**config.mk**
```make
export PLATFORM = sky130hd
export DESIGN_NAME = rv32_mem_bridge_flat
export DESIGN_NICKNAME = d
export VERILOG_FILES = /design/src/rtl/rv32_mem_bridge_if.sv /design/src/rtl/rv32_mem_bridge.sv /design/src/flat_wrapper.sv
export SDC_FILE = /design/constraint.sdc
export NUM_CORES = 1
export LEC_CHECK = 0
export BUFFER_PORTS_ARGS = -buffer_cell sky130_fd_sc_hd__buf_4
export CAP_MARGIN = 5
export CELL_PAD_IN_SITES_DETAIL_PLACEMENT = 1
export CELL_PAD_IN_SITES_GLOBAL_PLACEMENT = 1
export CORE_MARGIN = 4
export CORE_UTILIZATION = 32
export CTS_BUF_LIST = sky130_fd_sc_hd__clkbuf_2 sky130_fd_sc_hd__clkbuf_4 sky130_fd_sc_hd__clkbuf_8
export DETAILED_ROUTE_END_ITERATION = 7
export MAX_ROUTING_LAYER = met4
export PLACE_DENSITY_LB_ADDON = 0.1
export REMOVE_ABC_BUFFERS = 1
export SLEW_MARGIN = 20
export SYNTH_ARGS = -nofsm -noshare
export SYNTH_HDL_FRONTEND = slang
export SYNTH_SLANG_ARGS = --single-unit
export TNS_END_PERCENT = 10
```
**constraint.sdc**
```tcl
create_clock -name clk -period 1.75 [get_ports clk]
set_clock_uncertainty 0.2 [all_clocks]
set_input_delay 0.0875 -clock clk [delete_from_list [all_inputs] [get_ports clk]]
set_output_delay 0.0875 -clock clk [all_outputs]
set_load 0.005 [all_outputs]
```
**src/rtl/rv32_mem_bridge_if.sv**
```systemverilog
// rv32_mem_bridge_if: core memory handshake plus flat slave bus seen by the bridge
interface rv32_mem_bridge_if #(
  parameter int address_width = 32,
  parameter int data_width = 32
);
  logic mem_valid;
  logic [address_width-1:0] mem_addr;
  logic [data_width-1:0] mem_wdata;
  logic [3:0] mem_wstrb;
  logic mem_ready;
  logic [data_width-1:0] mem_rdata;
  logic [address_width-1:0] bus_addr;
  logic [3:0] bus_wr;
  logic [data_width-1:0] bus_din;
  logic [data_width-1:0] bus_dout;
  modport master (
    output mem_valid, mem_addr, mem_wdata, mem_wstrb, bus_dout,
    input mem_ready, mem_rdata, bus_addr, bus_wr, bus_din
  );
  modport slave (
    input mem_valid, mem_addr, mem_wdata, mem_wstrb, bus_dout,
    output mem_ready, mem_rdata, bus_addr, bus_wr, bus_din
  );
endinterface

```
**src/rtl/rv32_mem_bridge.sv**
```systemverilog
// rv32_mem_bridge: sequential bridge from the core mem_valid/mem_ready handshake to the flat slave bus
module rv32_mem_bridge #(
  parameter int address_width = 32,
  parameter int data_width = 32,
  parameter int read_latency = 1,
  parameter logic [address_width-1:0] MapBase = '0,
  parameter logic [address_width-1:0] MapEnd = 32'h0000_FFFF,
  parameter logic [data_width-1:0] ErrorData = 32'hDEAD_BEEF
) (
  input logic clk,
  input logic reset,
  rv32_mem_bridge_if.slave br,
  output logic [7:0] err_count,
  output logic [address_width-1:0] err_addr
);
  typedef enum logic [1:0] {IDLE, ACCESS, WAIT, RESP} state_t;
  state_t state, state_n;
  logic [address_width-1:0] req_addr;
  logic [data_width-1:0] req_wdata;
  logic [3:0] req_wstrb;
  logic hit;
  logic [3:0] cnt;
  // state register
  always_ff @(posedge clk) state <= reset ? IDLE : state_n;
  // next-state: one ACCESS cycle, reads wait out the slave latency, every request ends in one RESP cycle
  always_comb begin
    state_n = state == IDLE   ? (br.mem_valid ? ACCESS : IDLE) :
              state == ACCESS ? (|req_wstrb ? RESP : WAIT) :
              state == WAIT   ? (cnt == '0 ? RESP : WAIT) : IDLE;
  end
  // bus is driven from the latched request; write enables only in ACCESS and only inside the window
  assign br.bus_addr = state == IDLE ? '0 : req_addr;
  assign br.bus_din = state == IDLE ? '0 : req_wdata;
  assign br.bus_wr = state == ACCESS && hit ? req_wstrb : '0;
  assign br.mem_ready = state == RESP;
  // request latch, read-latency counter, read capture and unmapped-access logging
  always_ff @(posedge clk) begin
    if (reset) begin
      req_addr <= '0;
      req_wdata <= '0;
      req_wstrb <= '0;
      hit <= 1'b0;
      cnt <= '0;
      br.mem_rdata <= '0;
      err_count <= '0;
      err_addr <= '0;
    end else begin
      if (state == IDLE && br.mem_valid) begin
        req_addr <= br.mem_addr;
        req_wdata <= br.mem_wdata;
        req_wstrb <= br.mem_wstrb;
        hit <= (br.mem_addr - MapBase) <= (MapEnd - MapBase);
      end
      if (state == ACCESS) cnt <= 4'(read_latency - 1);
      if (state == WAIT) cnt <= cnt - 4'd1;
      if (state == ACCESS && !hit) begin
        err_addr <= req_addr;
        err_count <= err_count + {7'd0, err_count != 8'hFF};
      end
      if (state == WAIT && cnt == '0) br.mem_rdata <= hit ? br.bus_dout : ErrorData;
    end
  end
endmodule

```
**src/flat_wrapper.sv**
```systemverilog
// flat-port wrapper written by rule: the top's interface ports become plain ports
module rv32_mem_bridge_flat 
#(
  parameter int address_width = 32,
  parameter int data_width = 32,
  parameter int read_latency = 1,
  parameter logic [address_width-1:0] MapBase = '0,
  parameter logic [address_width-1:0] MapEnd = 32'h0000_FFFF,
  parameter logic [data_width-1:0] ErrorData = 32'hDEAD_BEEF
)
  (clk, reset, err_count, err_addr, br_mem_valid, br_mem_addr, br_mem_wdata, br_mem_wstrb, br_bus_dout, br_mem_ready, br_mem_rdata, br_bus_addr, br_bus_wr, br_bus_din);
  rv32_mem_bridge_if #(.address_width(address_width), .data_width(data_width)) br_i ();
  input logic clk;
  input logic reset;
  output logic [7:0] err_count;
  output logic [address_width-1:0] err_addr;
  input wire logic [$bits(br_i.mem_valid)-1:0] br_mem_valid;
  input wire logic [$bits(br_i.mem_addr)-1:0] br_mem_addr;
  input wire logic [$bits(br_i.mem_wdata)-1:0] br_mem_wdata;
  input wire logic [$bits(br_i.mem_wstrb)-1:0] br_mem_wstrb;
  input wire logic [$bits(br_i.bus_dout)-1:0] br_bus_dout;
  output wire logic [$bits(br_i.mem_ready)-1:0] br_mem_ready;
  output wire logic [$bits(br_i.mem_rdata)-1:0] br_mem_rdata;
  output wire logic [$bits(br_i.bus_addr)-1:0] br_bus_addr;
  output wire logic [$bits(br_i.bus_wr)-1:0] br_bus_wr;
  output wire logic [$bits(br_i.bus_din)-1:0] br_bus_din;
  assign br_i.mem_valid = br_mem_valid;
  assign br_i.mem_addr = br_mem_addr;
  assign br_i.mem_wdata = br_mem_wdata;
  assign br_i.mem_wstrb = br_mem_wstrb;
  assign br_i.bus_dout = br_bus_dout;
  assign br_mem_ready = br_i.mem_ready;
  assign br_mem_rdata = br_i.mem_rdata;
  assign br_bus_addr = br_i.bus_addr;
  assign br_bus_wr = br_i.bus_wr;
  assign br_bus_din = br_i.bus_din;
  rv32_mem_bridge #(.address_width(address_width), .data_width(data_width), .read_latency(read_latency), .MapBase(MapBase), .MapEnd(MapEnd), .ErrorData(ErrorData)) u_core (.clk(clk), .reset(reset), .br(br_i), .err_count(err_count), .err_addr(err_addr));
endmodule
```
==> results.yml <==
run_status:
  status: "complete, but fails checks"
  violations: "setup timing"
yosys:
  synth.avg_cell_area_um2: 7.92
  yosysSeqAreaShare_pct: 49.4
  ys.warnings.count: 0
  synth_top_family_by_area: "simple AND/OR/NAND/NOR gates"
  ys_ff_latch: 147
  synth.distinct_cells: 37
  synth_edf_count: 0
  synth_mux_area_share_pct: 0.189
  synth_cells: 752
  synth-xor-area-share_pct: 0.147
  syn_area_um2: 5950
  async_flop_share_pct: 0
  synthSimpleGateAreaFrac_pct: 32.3
  synth_compound_area_share_pct: 10.9
  synth-adder-area-share_pct: 1.68
  synth_flop_cell: "dfxtp_1"
sta:
  whs_ns: 0.238
  worst_pin_slew_ns: 0.396
  slew_viol_final: 0
  max_freq_ghz: 0.523
  max_slew_margin_pct: 73.2
  hold_viol: 0
  period_minus_slack_ns: 1.91
  tns_ns: -8.17
  rsz0062_at_grt: "yes"
  finalSetupViolCount: 87
  fin_ws_ns: -0.164
  min_period_over_period_pct: 109
cts:
  cts_sinks: 147
  h-tree-depth: 4
  cts_tree: "built"
  cts.clk_slew.worst_paths_ns: 0.08
  clk_root_buffer_cell: "clkbuf_8"
  cts_buffer_depth: 2
  insertion_delay_ns: 0.44
  cts_buffers: 17
global_route:
  antenna_found_initial: 0
  grt_max_degree: 56
  grtUsageTotal_pct: 21.2
  overflow: 0
  grt_pass1_wl_mm: 34.0
  grt_pass1_vias: 6655
place:
  dp.cells: 1202
  place_congestion: 0.776
  dp.final_hpwl_mm: 14.4
  port_buffers: 243
  dp_slack_ns: -0.166
  postPlaceCellArea_um2: 8190
finish:
  num-fill-cells: 2137
  syn_to_final_growth_pct: 66.8
  drive_above_1_share_pct: 34.0
  final_nets: 1210
  num_antenna_cells: 0
  final_cells: 1340
  fin_util_pct: 54.7
  stdcell_area_um2: 9930
  seq_area_um2: 2950
  multiInputGateArea_um2: 2900
pwr:
  power_density_nw_per_um2: 741
  ir_drop_mv: 0.517
  p_total_mw: 7.36
  power_leakage_nw: 4.08
floorplanning:
  die_area_um2: 20900
  io_pins: 244
  start_util_pct: 32.8
  rows: 49
  die_w_um: 144
  fp.dieH_um: 144
  core_um2: 18100
detailed_routing:
  antenna_left: 0
  via_per_inst: 4.74
  drt_first_pass_iters: 4
  wire_per_inst_um: 16.5
  vias: 6354
  drt-total-wl_mm: 22.1
  drt-initial-drc-count: 258
  drc: 0
flow_run:
  maxCapViolations: 0
critical_path:
  crit_slowest_cell: "dfxtp_2"
  path_cells: "inv_2 > buf_6 > ha_4 > buf_12 > nor2b_2 > buf_4"
  required_ns: 1.46
  cp_top_family: "buffers and inverters"
  end_kind: "primary output"
  reg2reg_slack_ns: -0.06
  crit_arrival_ns: 1.63
  critPathBufInv: 4
  startpoint_type: "flip-flop"
  cp_max_fo: 15
  worstSetupPathType: "reg2out"
  cp_slowest_stage_delay_ns: 0.35
hold_path:
  hold_path.class: "in2reg"
-- cells by family after synthesis --
logic type,Yosys count
AO/OA/AOI/OAI,127
flip-flops,147
buffers and inverters,67
multiplexers,1
AND/OR/NAND/NOR,401
XOR/XNOR,1
adder cells (fa/ha/maj),8
-- metal layers --
metal	vias up	track usage (%)	part of all wire [%]
met1	3009	24.7	42
met3	34	5.06	5.2
met2	158	35.6	50
met4	0	7.61	2.3
met5	-	-	0
li1	3153	-	-
-- repair_timing --
item / in CTS / in global routing
resized for setup: 28 / 48
setup endpoints to repair: 72 / 132
setup buffers: 1 / 1
cloned: 1 / 2
hold buffers: 102 / 0
pin swaps: 1 / 3
hold endpoints to repair: 113 / 0
-- synthesized netlist by cell type, drive strengths merged (3+ instances only) --
cell | number | area share, %
nand2 | 218 | 14
dfxtp | 147 | 49
a21oi | 116 | 9.8
nor2b | 67 | 7.0
buf | 30 | 3.0
clkbuf | 30 | 1.9
nor2 | 27 | 1.7
nor3 | 25 | 2.1
nor3b | 24 | 3.0
nand3 | 11 | 0.92
ha | 8 | 1.7
inv | 7 | 0.44
o21ai | 5 | 0.42
and3 | 4 | 0.42
nand4b | 4 | 0.84
nor4 | 4 | 0.42
or3 | 4 | 0.42
nand4 | 3 | 0.32
-- final cells by class --
| class | instances | share of cell area [%] |
|---|---|---|
| clock buffers | 18 | 2.43 |
| clock inverters | 13 | 1.40 |
| inverters | 7 | 0.264 |
| multi-input cells | 538 | 29.2 |
| flip-flops and latches | 147 | 29.7 |
| well taps | 229 | 2.88 |
| repair buffers | 388 | 34.1 |
-- state kept, by name, indices dropped and copies added, names as in the netlist --
signal,count
u_core.br.mem_rdata,32
u_core.err_addr,32
u_core.req_addr,32
u_core.req_wdata,32
u_core.err_count,8
u_core.cnt,4
u_core.req_wstrb,4
u_core.state,2
u_core.hit,1
-- worst register-to-register path: cells and delay by family, from the launching register on --
| kind | cells | cell delay [ns] |
|---|---|---|
| AND/OR/NAND/NOR | 3 | 0.49 |
| flip-flops | 1 | 0.35 |
| buffers and inverters | 3 | 0.42 |
| adder cells (fa/ha/maj) | 1 | 0.22 |
-- placed cells by master, fill, tap and decap left out, drive strengths merged, types with 6 or more instances in the layout --
cell type	instances
buf	284
nand2	218
dfxtp	147
a21oi	116
dlygate4sd3	102
nor2b	67
nor2	27
nor3	25
nor3b	24
clkbuf	20
nand3	11
ha	8
inv	7
clkinv	6
-- path summary, 6_finish.rpt --
path | startpoint | to | depth (start not counted)
max reg2reg | u_core.state[1] | u_core.br.mem_rdata[27] | 7
min reg2reg | u_core.br.mem_rdata[29] | u_core.br.mem_rdata[29] | 2
max | u_core.state[1] | br_bus_din[27] | 6
min | br_mem_wdata[28] | u_core.req_wdata[28] | 4
-- where the power goes --
group	internal [mW]	switching (mW)
clock	1.27	1.33
combinational	0.650	0.555
sequential	3.48	0.0782
total	5.40	1.96
No activity file was read; power rests on OpenSTA's default activity.
